File: config.mk
export PLATFORM = sky130hd
export DESIGN_NAME = policy_rom_arbiter_flat
export DESIGN_NICKNAME = d
export VERILOG_FILES = /design/src/rtl/policy_rom_arbiter_if.sv /design/src/rtl/policy_rom_arbiter.sv /design/src/flat_wrapper.sv
export SDC_FILE = /design/constraint.sdc
export NUM_CORES = 1
export LEC_CHECK = 0
export ABC_AREA = 1
export ABC_CLOCK_PERIOD_IN_PS = 1350
export CAP_MARGIN = 30
export CORE_UTILIZATION = 45
export DETAILED_ROUTE_END_ITERATION = 8
export DONT_BUFFER_PORTS = 1
export PLACE_DENSITY_LB_ADDON = 0.05
export REMOVE_ABC_BUFFERS = 1
export SLEW_MARGIN = 20
export SYNTH_ARGS = -nofsm -noshare
export SYNTH_HDL_FRONTEND = slang
export SYNTH_SLANG_ARGS = --single-unit
File: constraint.sdc
create_clock -name clk -period 1.35 [get_ports clk]
set_input_delay 0.27 -clock clk [delete_from_list [all_inputs] [get_ports clk]]
set_output_delay 0.27 -clock clk [all_outputs]
set_load 0.01 [all_outputs]
File: src/rtl/policy_rom_arbiter_if.sv
// Agent-side bundle for the policy ROM arbiter: per-agent requests, grants,
// response pulses and the held lookup results / paddle actions.
interface policy_rom_arbiter_if #(
    parameter int NREQ   = 2,
    parameter int ADDR_W = 16,
    parameter int DATA_W = 2
);
    logic [NREQ-1:0]        req;
    logic [NREQ*ADDR_W-1:0] req_addr;
    logic [NREQ-1:0]        gnt;
    logic [NREQ-1:0]        rsp_valid;
    logic [NREQ*DATA_W-1:0] rsp_data;
    logic [NREQ*3-1:0]      action;

    // Agents drive requests and observe grants/results.
    modport master (
        output req, req_addr,
        input  gnt, rsp_valid, rsp_data, action
    );

    // The arbiter samples requests and drives grants/results.
    modport slave (
        input  req, req_addr,
        output gnt, rsp_valid, rsp_data, action
    );
endinterface

File: src/rtl/policy_rom_arbiter.sv
// Round-robin arbiter sharing one synchronous-read policy ROM between
// several paddle-AI agents. Each lookup occupies ROM_LAT+2 cycles:
// grant (IDLE), ROM_LAT cycles of latency countdown, then capture.
module policy_rom_arbiter #(
    parameter int NREQ    = 2,
    parameter int ADDR_W  = 16,
    parameter int DATA_W  = 2,
    parameter int ROM_LAT = 1
) (
    input  logic                clk,
    input  logic                rst_n,
    policy_rom_arbiter_if.slave agt,
    output logic [ADDR_W-1:0]   rom_addr,
    input  logic [DATA_W-1:0]   rom_data,
    output logic                busy
);
    localparam int PTR_W = (NREQ > 1) ? $clog2(NREQ) : 1;
    localparam int CNT_W = 3;

    typedef enum logic [1:0] {
        S_IDLE,
        S_WAIT,
        S_CAPTURE
    } state_t;

    state_t              r_state;
    state_t              w_next;
    logic [PTR_W-1:0]    r_ptr;
    logic [PTR_W-1:0]    r_id;
    logic [CNT_W-1:0]    r_cnt;
    logic [NREQ-1:0]     r_gnt;
    logic [NREQ-1:0]     r_rsp_valid;
    logic [ADDR_W-1:0]   r_rom_addr;
    logic [DATA_W-1:0]   r_hold [NREQ];

    logic                w_found;
    logic [PTR_W-1:0]    w_win;
    logic [ADDR_W-1:0]   w_win_addr;

    // Round-robin winner search: first set request at or after r_ptr, wrapping.
    always_comb begin
        int unsigned idx;
        idx        = 0;
        w_found    = 1'b0;
        w_win      = '0;
        w_win_addr = '0;
        for (int unsigned k = 0; k < NREQ; k++) begin
            idx = (32'(r_ptr) + k) % NREQ;
            if (!w_found && agt.req[idx]) begin
                w_found    = 1'b1;
                w_win      = PTR_W'(idx);
                w_win_addr = agt.req_addr[idx*ADDR_W +: ADDR_W];
            end
        end
    end

    // State register.
    always_ff @(posedge clk or negedge rst_n) begin
        if (!rst_n) begin
            r_state <= S_IDLE;
        end else begin
            r_state <= w_next;
        end
    end

    // Next-state logic: grant leaves IDLE, countdown reaches CAPTURE, capture returns.
    always_comb begin
        w_next = r_state;
        case (r_state)
            S_IDLE:    if (w_found) w_next = S_WAIT;
            S_WAIT:    if (r_cnt == CNT_W'(1)) w_next = S_CAPTURE;
            S_CAPTURE: w_next = S_IDLE;
            default:   w_next = S_IDLE;
        endcase
    end

    // State-derived outputs.
    always_comb begin
        busy = (r_state != S_IDLE);
    end

    // Datapath: grant bookkeeping, latency counter, pulses and result capture.
    always_ff @(posedge clk or negedge rst_n) begin
        if (!rst_n) begin
            r_ptr       <= '0;
            r_id        <= '0;
            r_cnt       <= '0;
            r_gnt       <= '0;
            r_rsp_valid <= '0;
            r_rom_addr  <= '0;
            for (int unsigned i = 0; i < NREQ; i++) begin
                r_hold[i] <= '0;
            end
        end else begin
            r_gnt       <= '0;
            r_rsp_valid <= '0;
            case (r_state)
                S_IDLE: begin
                    if (w_found) begin
                        r_rom_addr   <= w_win_addr;
                        r_id         <= w_win;
                        r_gnt[w_win] <= 1'b1;
                        r_cnt        <= CNT_W'(ROM_LAT);
                        r_ptr        <= (32'(w_win) == NREQ - 1) ? '0 : w_win + 1'b1;
                    end
                end
                S_WAIT: begin
                    r_cnt <= r_cnt - 1'b1;
                end
                S_CAPTURE: begin
                    r_hold[r_id]      <= rom_data;
                    r_rsp_valid[r_id] <= 1'b1;
                end
                default: ;
            endcase
        end
    end

    assign agt.gnt       = r_gnt;
    assign agt.rsp_valid = r_rsp_valid;
    assign rom_addr      = r_rom_addr;

    for (genvar i = 0; i < NREQ; i++) begin : g_out
        assign agt.rsp_data[i*DATA_W +: DATA_W] = r_hold[i];
        assign agt.action[i*3 +: 3]             = 3'(r_hold[i]) + 3'd1;
    end
endmodule

File: src/flat_wrapper.sv
// flat-port wrapper written by rule: the top's interface ports become plain ports
module policy_rom_arbiter_flat 
#(
    parameter int NREQ    = 2,
    parameter int ADDR_W  = 16,
    parameter int DATA_W  = 2,
    parameter int ROM_LAT = 1
)
  (clk, rst_n, rom_addr, rom_data, busy, agt_req, agt_req_addr, agt_gnt, agt_rsp_valid, agt_rsp_data, agt_action);
  policy_rom_arbiter_if #(.NREQ(NREQ), .ADDR_W(ADDR_W), .DATA_W(DATA_W)) agt_i ();
  input  logic clk;
  input  logic rst_n;
  output logic [ADDR_W-1:0] rom_addr;
  input  logic [DATA_W-1:0] rom_data;
  output logic busy;
  input wire logic [$bits(agt_i.req)-1:0] agt_req;
  input wire logic [$bits(agt_i.req_addr)-1:0] agt_req_addr;
  output wire logic [$bits(agt_i.gnt)-1:0] agt_gnt;
  output wire logic [$bits(agt_i.rsp_valid)-1:0] agt_rsp_valid;
  output wire logic [$bits(agt_i.rsp_data)-1:0] agt_rsp_data;
  output wire logic [$bits(agt_i.action)-1:0] agt_action;
  assign agt_i.req = agt_req;
  assign agt_i.req_addr = agt_req_addr;
  assign agt_gnt = agt_i.gnt;
  assign agt_rsp_valid = agt_i.rsp_valid;
  assign agt_rsp_data = agt_i.rsp_data;
  assign agt_action = agt_i.action;
  policy_rom_arbiter #(.NREQ(NREQ), .ADDR_W(ADDR_W), .DATA_W(DATA_W), .ROM_LAT(ROM_LAT)) u_core (.clk(clk), .rst_n(rst_n), .agt(agt_i), .rom_addr(rom_addr), .rom_data(rom_data), .busy(busy));
endmodule
* After elaboration in Yosys (flattened, before gate mapping) *
Index checks and enable logic that the tools add are counted.
Widths: inputs -> output; s select.

operators by class
  bitwise operators = 1
  magnitude comparators = 8
  equality and inequality tests = 5
  $add $sub $neg = 5
  muxes and demuxes = 26
  shifts and indexed selects = 2
  reduce and logical (&&, ||, !) cells = 11

operator list
  cell                 number
  $shiftx 32x6->16     2
  $mux 16              2
  $mux 2               6
  $mux 1               11
  $lt 1x2->1 const B   4
  $add 2x1->3 const B  2
  $pmux 3 s2           1
  $reduce_and 2->1     3
  $bwmux 4             1
  $logic_and 1x1->1    4
  $ne 2x1->1 const B   2
  $pmux 2 s2           1
  $reduce_bool 2->1    2
  $eq 3x1->1 const B   1
  $mux 3               1
  $sub 3x1->3 const B  1
  $add 1x1->1 const B  2
  $demux 1 s1          2
  $demux 2 s1          1
  $eq 2x1->1 const B   1
  $eq 2x2->1 const B   1
  $ge 1x1->1 const B   2
  $ge 2x2->1 const B   1
  $logic_not 2->1      1
  other kinds (3)      3

word-level totals
  flip-flop bits (word level) = 31
  output and inout bits = 31
  logic and storage cells = 67
  bits of input ports = 38

* Logic depth before layout (Yosys ltp) *
Gate-level depths: netlist of the first run.

  word-level depth = 12
  mapped depth = 8
  depth with buffers taken out = 6

* Worst setup path after synthesis of the first run *
OpenSTA, ideal clock, no wires.

  path type = register -> register
  start point = register u_core.r_state[1]
  end point = register u_core.r_rom_addr[6], in the netlist u_core.rom_addr[6]
  data required time = 1227 ps
  setup slack = 158 ps
  stages on the path, launching flop included = 6
  path buffers = 1
  period minus slack after synthesis = 1192 ps
  arrival = 1069 ps
  cell sequence = dfrtp_1 -> nor2_1 -> o21ai_4 -> buf_2 -> a21oi_1 -> a21oi_2

on the way
  word-level cells in the longest chain between the ends = 2

RTL lines
  element                     RTL line                   RTL
  start, declared             policy_rom_arbiter.sv:26   state_t r_state;
  start signal, assigned      policy_rom_arbiter.sv:62   r_state <= w_next;
  $logic_not 2->1             policy_rom_arbiter.sv:97   case (r_state)
  $reduce_and 2->1 (no line)  --
  end signal, assigned        policy_rom_arbiter.sv:100  r_rom_addr <= w_win_addr;
  end, declared               policy_rom_arbiter.sv:33   logic [ADDR_W-1:0] r_rom_addr;

No other way between the ends.
A chain may end at the register's enable or synchronous reset.

* Final worst setup path of the first run *
  start point = register u_core.r_hold, in the netlist u_core.agt.rsp_data[3]
  end point = output port agt_action[4]

on the way
  word-level cells in the longest chain between the ends = 1

RTL lines
  element                          RTL line                   RTL
  start, declared                  policy_rom_arbiter.sv:34   logic [DATA_W-1:0] r_hold [NREQ];
  start signal, assigned by index  policy_rom_arbiter.sv:111  r_hold[r_id] <= rom_data;
  $add 2x1->3                      policy_rom_arbiter.sv:125  assign agt.action[i*3 +: 3] = 3'(r_hold[i]) + 3'd1;
  end, declared                    flat_wrapper.sv:21         output wire logic [$bits(agt_i.action)-1:0] agt_action;

No other way between the ends.

==> results.py, run 1 <==
metrics = {
    "outcome": {
        "status": "finished clean",
    },
    "global_route": {
        "grt_max_degree": 32,
        "antenna_found_initial": 0,
        "grt_pass1_vias": 1584,
        "grt_overflow": 0,
        "grt_use_total_pct": 20.2,
        "grt_pass1_wl_mm": 6.91,
    },
    "floorplan": {
        "dieArea_um2": 4600,
        "core-area_um2": 4090,
        "row_count": 23,
        "start_util_pct": 47.7,
        "die_w_um": 67.8,
        "die_y_um": 67.8,
        "ios": 69,
    },
    "logic_synthesis": {
        "synth_area_um2": 1950,
        "synth-seq-area-share_pct": 39.8,
        "synth_cells": 289,
        "synth_warnings": 0,
        "post_synth.cell_area_avg_um2": 6.75,
        "ys_types": 19,
        "synth_seq_cells": 31,
    },
    "cts": {
        "clock_latency_ns": 0.27,
        "htreeDepth": 2,
        "path_clk_slew_ns": 0.06,
        "cts_tree": "built",
        "cts_root_buf": "clkbuf_8",
        "post-cts-setup-buffers": 0,
        "cts_buffer_depth": 2,
        "clkSinkCount": 31,
        "numCtsBuffers": 5,
    },
    "sta": {
        "worstMarginPinSlew_ns": 0.212,
        "hold_viol_final": 0,
        "drv_slew": 0,
        "clock_skew_ns": 0.00348,
        "final-setup-viol-count": 0,
        "relSlewSlack_pct": 85.8,
        "max_freq_mhz": 767,
        "rsz0062_at_grt": "false",
        "fin_crit_sh_pct": 96.6,
        "fin_crit_ns": 1.30,
    },
    "run": {
        "drv_cap": 0,
    },
    "layout": {
        "area_delta_synth_final_pct": 12.0,
        "final_util_pct": 53.5,
        "mostFrequentLayoutCell": "nand2_1",
        "drive_gt1_share_pct": 11.5,
        "n_antenna_cell": 0,
        "instances_no_fill": 346,
        "nets": 337,
        "final_cell_mix": "nand2_1 (124), inv_1 (45), a21oi_1 (34), dfrtp_1 (28), nand3_1 (17)",
    },
    "detailed_routing": {
        "via_per_inst": 4.92,
        "vias": 1704,
        "wl_per_cell_um": 12.3,
        "drtIter0Drc": 64,
        "drcViolationCount": 0,
        "drtPass1Iterations": 4,
        "routed_wl_mm": 4.27,
        "ant_nets": 0,
    },
    "setup_path": {
        "cp.arrival_ns": 1.03,
        "cp.required_ns": 1.08,
        "critPathSlowestCell": "dfrtp_1",
        "path_delay_family": "flip-flops",
        "crit_buf_inv": 0,
        "cp-end-kind": "output pin",
        "startpoint": "u_core.agt.rsp_data[3]$_DFFE_PN0P_",
        "critPathMaxStageDelay_ns": 0.45,
        "cp-start-kind": "flop",
        "crit_path_cell_trace": "ha_4",
        "worst-path-max-fanout": 3,
        "r2r-start": "u_core.r_ptr$_DFFE_PN0P_",
        "path_class": "flop to output pin",
    },
    "pwr": {
        "peakVddDrop_mv": 1.05,
        "cellPowerDensity_nw_per_um2": 2500,
        "cellLeakagePower_nw": 1.29,
    },
    "place": {
        "port-buffer-count": 0,
        "place_inst": 336,
        "place_hpwl_mm": 3.02,
        "place_congestion": 0.748,
    },
    "min_path": {
        "hp-start": "agt_req[1]",
        "hold_path_class": "input port to flop",
    },
}
-- per-stage QoR --
| step | power [mW] | worst slack [ns] | setup TNS (ns) | hold slack [ns] | cell area, um^2 |
|---|---|---|---|---|---|
| final | 5.46 | 0.0456 | 0 | 0.109 | 2180 |
| after global routing | 6.09 | 0.00252 | 0 | 0.0987 | 2180 |
| after CTS | 5.43 | 0.00406 | 0 | 0.102 | 2160 |
| after detailed placement | 4.64 | -0.0315 | -0.178 | -0.0245 | 2030 |
| after global placement | 4.60 | 0.0102 | 0 | -0.0247 | 2030 |
| after floorplan | 3.81 | -0.521 | -9.15 | -0.0256 | 1860 |
-- state kept, by name, summed over array words and instances (netlist names) --
signal / cells
u_core.agt.rsp_valid: 2
u_core.agt.gnt: 2
u_core.r_cnt: 3
u_core.agt.rsp_data: 4
u_core.r_state: 2
u_core.r_ptr: 1
u_core.r_id: 1
u_core.rom_addr: 16
-- routing by layer --
| metal | track usage (%) | routed length (um) |
|---|---|---|
| met5 | 0 | 0 |
| met4 | 5.99 | 42 |
| met3 | 4.83 | 297 |
| met2 | 32.9 | 1990 |
| met1 | 26.5 | 1940 |
-- synth_stat cells --
cell type	number	area share, %
nand3_1	17	4.4
buf_4	1	0.39
nor2_1	4	0.77
ha_1	4	2.6
o21ai_4	2	1.7
buf_2	9	2.3
o22ai_1	2	0.64
a21oi_2	1	0.45
o21ai_0	5	1.3
buf_6	3	1.7
inv_4	1	0.32
xnor2_1	1	0.45
inv_2	2	0.39
inv_1	45	8.7
nand3_2	1	0.51
dfrtp_1	31	40
nand2_1	124	24
a21oi_1	34	8.7
nand2_4	2	1.2
-- repair_timing --
item	CTS	global route
endpoints found under the hold margin	31	0
endpoints found under the setup margin	17	19
hold buffers	2	0
resized for setup	3	7
-- kinds of logic (layout without fill, tap and decap cells) --
kind of cell | after synthesis | in the layout | synth area share (%)
adder cells (fa/ha/maj) | 4 | 4 | 2.57
buffers and inverters | 61 | 68 | 13.8
AO/OA/AOI/OAI | 44 | 44 | 12.8
AND/OR/NAND/NOR | 148 | 148 | 30.7
XOR/XNOR | 1 | 1 | 0.449
flip-flops | 31 | 31 | 39.8
-- cell type report --
cell class	instances	area, um^2
fillers	417	1900
multi-input cells	197	933
flip-flops and latches	31	779
inverters	48	188
repair buffers	12	138
clock buffers	5	68.8
well taps	50	62.6
clock inverters	3	15.0
-- path summary, 6_finish.rpt --
path	to	slack (ns)	cells after the start
setup / recovery	agt_action[4]	0.05	1
hold / removal	u_core.agt.gnt[0]$_DFF_PN0_	0.11	1
setup reg to reg	u_core.rom_addr[6]$_DFFE_PN0P_	0.08	5
hold reg to reg	u_core.r_id$_DFFE_PN0P_	0.55	2
max in group asynchronous	u_core.agt.rsp_data[0]$_DFFE_PN0P_	0.72	2
min in group asynchronous	u_core.rom_addr[14]$_DFFE_PN0P_	0.45	2
-- report_power, final --
group	switching, mW	internal (mW)	total (mW)	leakage (nW)
sequential	0.535	1.40	1.93	0.368
clock	0.336	0.352	0.688	0.0477
combinational	1.70	1.13	2.83	0.870
Power figures use the tool's default switching activity.
==> run 2, diff against run 1 <==
--- a/config.mk
+++ b/config.mk
@@ -8,6 +8,7 @@
 export ABC_AREA = 1
 export ABC_CLOCK_PERIOD_IN_PS = 1350
 export CAP_MARGIN = 30
+export CORE_MARGIN = 3
 export CORE_UTILIZATION = 45
 export DETAILED_ROUTE_END_ITERATION = 8
 export DONT_BUFFER_PORTS = 1
==> results.py, run 2 (same netlist as run 1, synthesis figures left out) <==
metrics = {
    "floorplan": {
        "start_util_pct": 47.7,
        "dieArea_um2": 5160,
        "row_count": 23,
        "die_y_um": 71.8,
        "die_w_um": 71.8,
        "core-area_um2": 4090,
        "ios": 69,
    },
    "place": {
        "place_congestion": 0.789,
        "place_hpwl_mm": 3.23,
        "port-buffer-count": 0,
    },
    "setup_path": {
        "critPathSlowestCell": "dfrtp_1",
        "path_delay_family": "flip-flops",
        "crit_path_cell_trace": "ha_4",
        "path_class": "flop to output pin",
        "cp.required_ns": 1.08,
        "cp-start-kind": "flop",
        "path_depth": 1,
        "critPathMaxStageDelay_ns": 0.45,
        "r2r_cells": 6,
        "crit_buf_inv": 0,
        "cp.arrival_ns": 1.04,
        "cp-end-kind": "output pin",
        "worst-path-max-fanout": 3,
    },
    "pwr": {
        "cellPowerDensity_nw_per_um2": 2520,
        "total_power_mw": 5.49,
        "peakVddDrop_mv": 0.955,
        "cellLeakagePower_nw": 1.27,
    },
    "global_route": {
        "grt_pass1_wl_mm": 7.59,
        "antenna_found_initial": 0,
        "grt_max_degree": 34,
        "grt_pass1_vias": 1635,
        "grt_overflow": 0,
        "grt_use_total_pct": 19.1,
    },
    "cts": {
        "cts_buffer_depth": 2,
        "cts_tree": "built",
        "path_clk_slew_ns": 0.06,
        "numCtsBuffers": 5,
        "htreeDepth": 2,
        "post-cts-setup-buffers": 0,
        "clkSinkCount": 31,
        "clock_latency_ns": 0.28,
        "cts_root_buf": "clkbuf_8",
    },
    "layout": {
        "mostFrequentLayoutCell": "nand2_1",
        "nets": 336,
        "n_fill_cell": 423,
        "area_delta_synth_final_pct": 11.5,
        "n_antenna_cell": 0,
        "final-seq-area_um2": 781,
        "drive_gt1_share_pct": 11.2,
        "final_util_pct": 53.2,
        "multiInputGateArea_um2": 936,
        "final_cell_mix": "nand2_1 (123), inv_1 (45), a21oi_1 (34), dfrtp_1 (27), nand3_1 (17)",
        "largest_reg_flops": 16,
    },
    "detailed_routing": {
        "drtIter0Drc": 91,
        "drtPass1Iterations": 4,
        "routed_wl_mm": 4.54,
        "drcViolationCount": 0,
        "wl_per_cell_um": 13.2,
        "ant_nets": 0,
        "vias": 1669,
        "via_per_inst": 4.84,
    },
    "sta": {
        "max_freq_mhz": 764,
        "rsz0062_at_grt": "false",
        "final-setup-viol-count": 0,
        "relSlewSlack_pct": 85.6,
        "final.setup.tns_ns": 0,
        "clock_skew_ns": 0.00645,
        "fin_crit_ns": 1.31,
        "worstMarginPinSlew_ns": 0.215,
        "drv_slew": 0,
        "fin_crit_sh_pct": 96.9,
        "hold_viol_final": 0,
    },
    "outcome": {
        "status": "finished clean",
    },
    "run": {
        "drv_cap": 0,
    },
    "min_path": {
        "holdPathStages": 1,
        "hold_path_class": "input port to flop",
    },
}
-- run 2: cell count changes in the layout (fill, tap and decap cells not counted) --
cell and change:
buf_4 -1, clkbuf_1 +2, clkinv_2 -2, dfrtp_1 -1
dfrtp_2 +1, inv_4 +1, inv_6 -1, nand2_1 -1
nand2_2 +1
-- run 2: report_power, final --
part           switching (mW)  internal, mW
logic                    1.73          1.12
registers               0.550          1.40
clock network           0.323         0.361
-- run 2: final timing paths --
path | from | endpoint | slack (ns)
worst max-delay path | u_core.agt.rsp_data[3]$_DFFE_PN0P_ | agt_action[4] | 0.04
worst min-delay path | agt_req[1] | u_core.agt.gnt[0]$_DFF_PN0_ | 0.10
worst max register to register | u_core.r_ptr$_DFFE_PN0P_ | u_core.rom_addr[1]$_DFFE_PN0P_ | 0.14
worst min register to register | u_core.r_cnt[1]$_DFFE_PN0P_ | u_core.r_cnt[1]$_DFFE_PN0P_ | 0.55
max in group asynchronous | rst_n | u_core.agt.rsp_data[1]$_DFFE_PN0P_ | 0.70
min in group asynchronous | rst_n | u_core.rom_addr[11]$_DFFE_PN0P_ | 0.45
-- run 2: repair_timing --
action                                 in CTS  in global routing
resized for setup                           5                  7
endpoints found under the hold margin      31                  0
setup endpoints to repair                   8                 18
hold buffers                                2                  0
-- run 2: metal layers --
layer	global-route usage, %	vias to the layer above	routed length, um
met5	0	-	0
met1	23.9	729	1990
met2	31.3	52	2140
li1	-	886	-
met3	6.73	2	386
met4	5.64	0	29
-- run 2: per-stage QoR --
stage / cells / setup slack [ns] / hold WS [ns] / instance area [um^2]
global route: 345 / 0.0128 / 0.0924 / 2180
CTS: 345 / 0.0208 / 0.0933 / 2160
global placement: 335 / 0.0480 / -0.0247 / 2020
floorplan: 276 / -0.521 / -0.0256 / 1860
finish: 345 / 0.0414 / 0.104 / 2180
detailed placement: 335 / -0.0129 / -0.0242 / 2020
-- run 2: final cells by class --
type | instances | share of cell area, %
Multi-Input combinational cell | 197 | 43.0
Sequential cell | 31 | 35.9
Inverter | 48 | 8.51
Timing Repair Buffer | 11 | 5.98
Clock buffer | 7 | 3.51
Tap cell | 50 | 2.88
Clock inverter | 1 | 0.230
-- run 2: worst register-to-register path: stages (launching register included) --
cell and delay (ns):
dfrtp_2 0.48, inv_4 0.10, nand2_4 0.06, nand2_4 0.12, buf_6 0.16, a21oi_1 0.07, a21oi_1 0.14
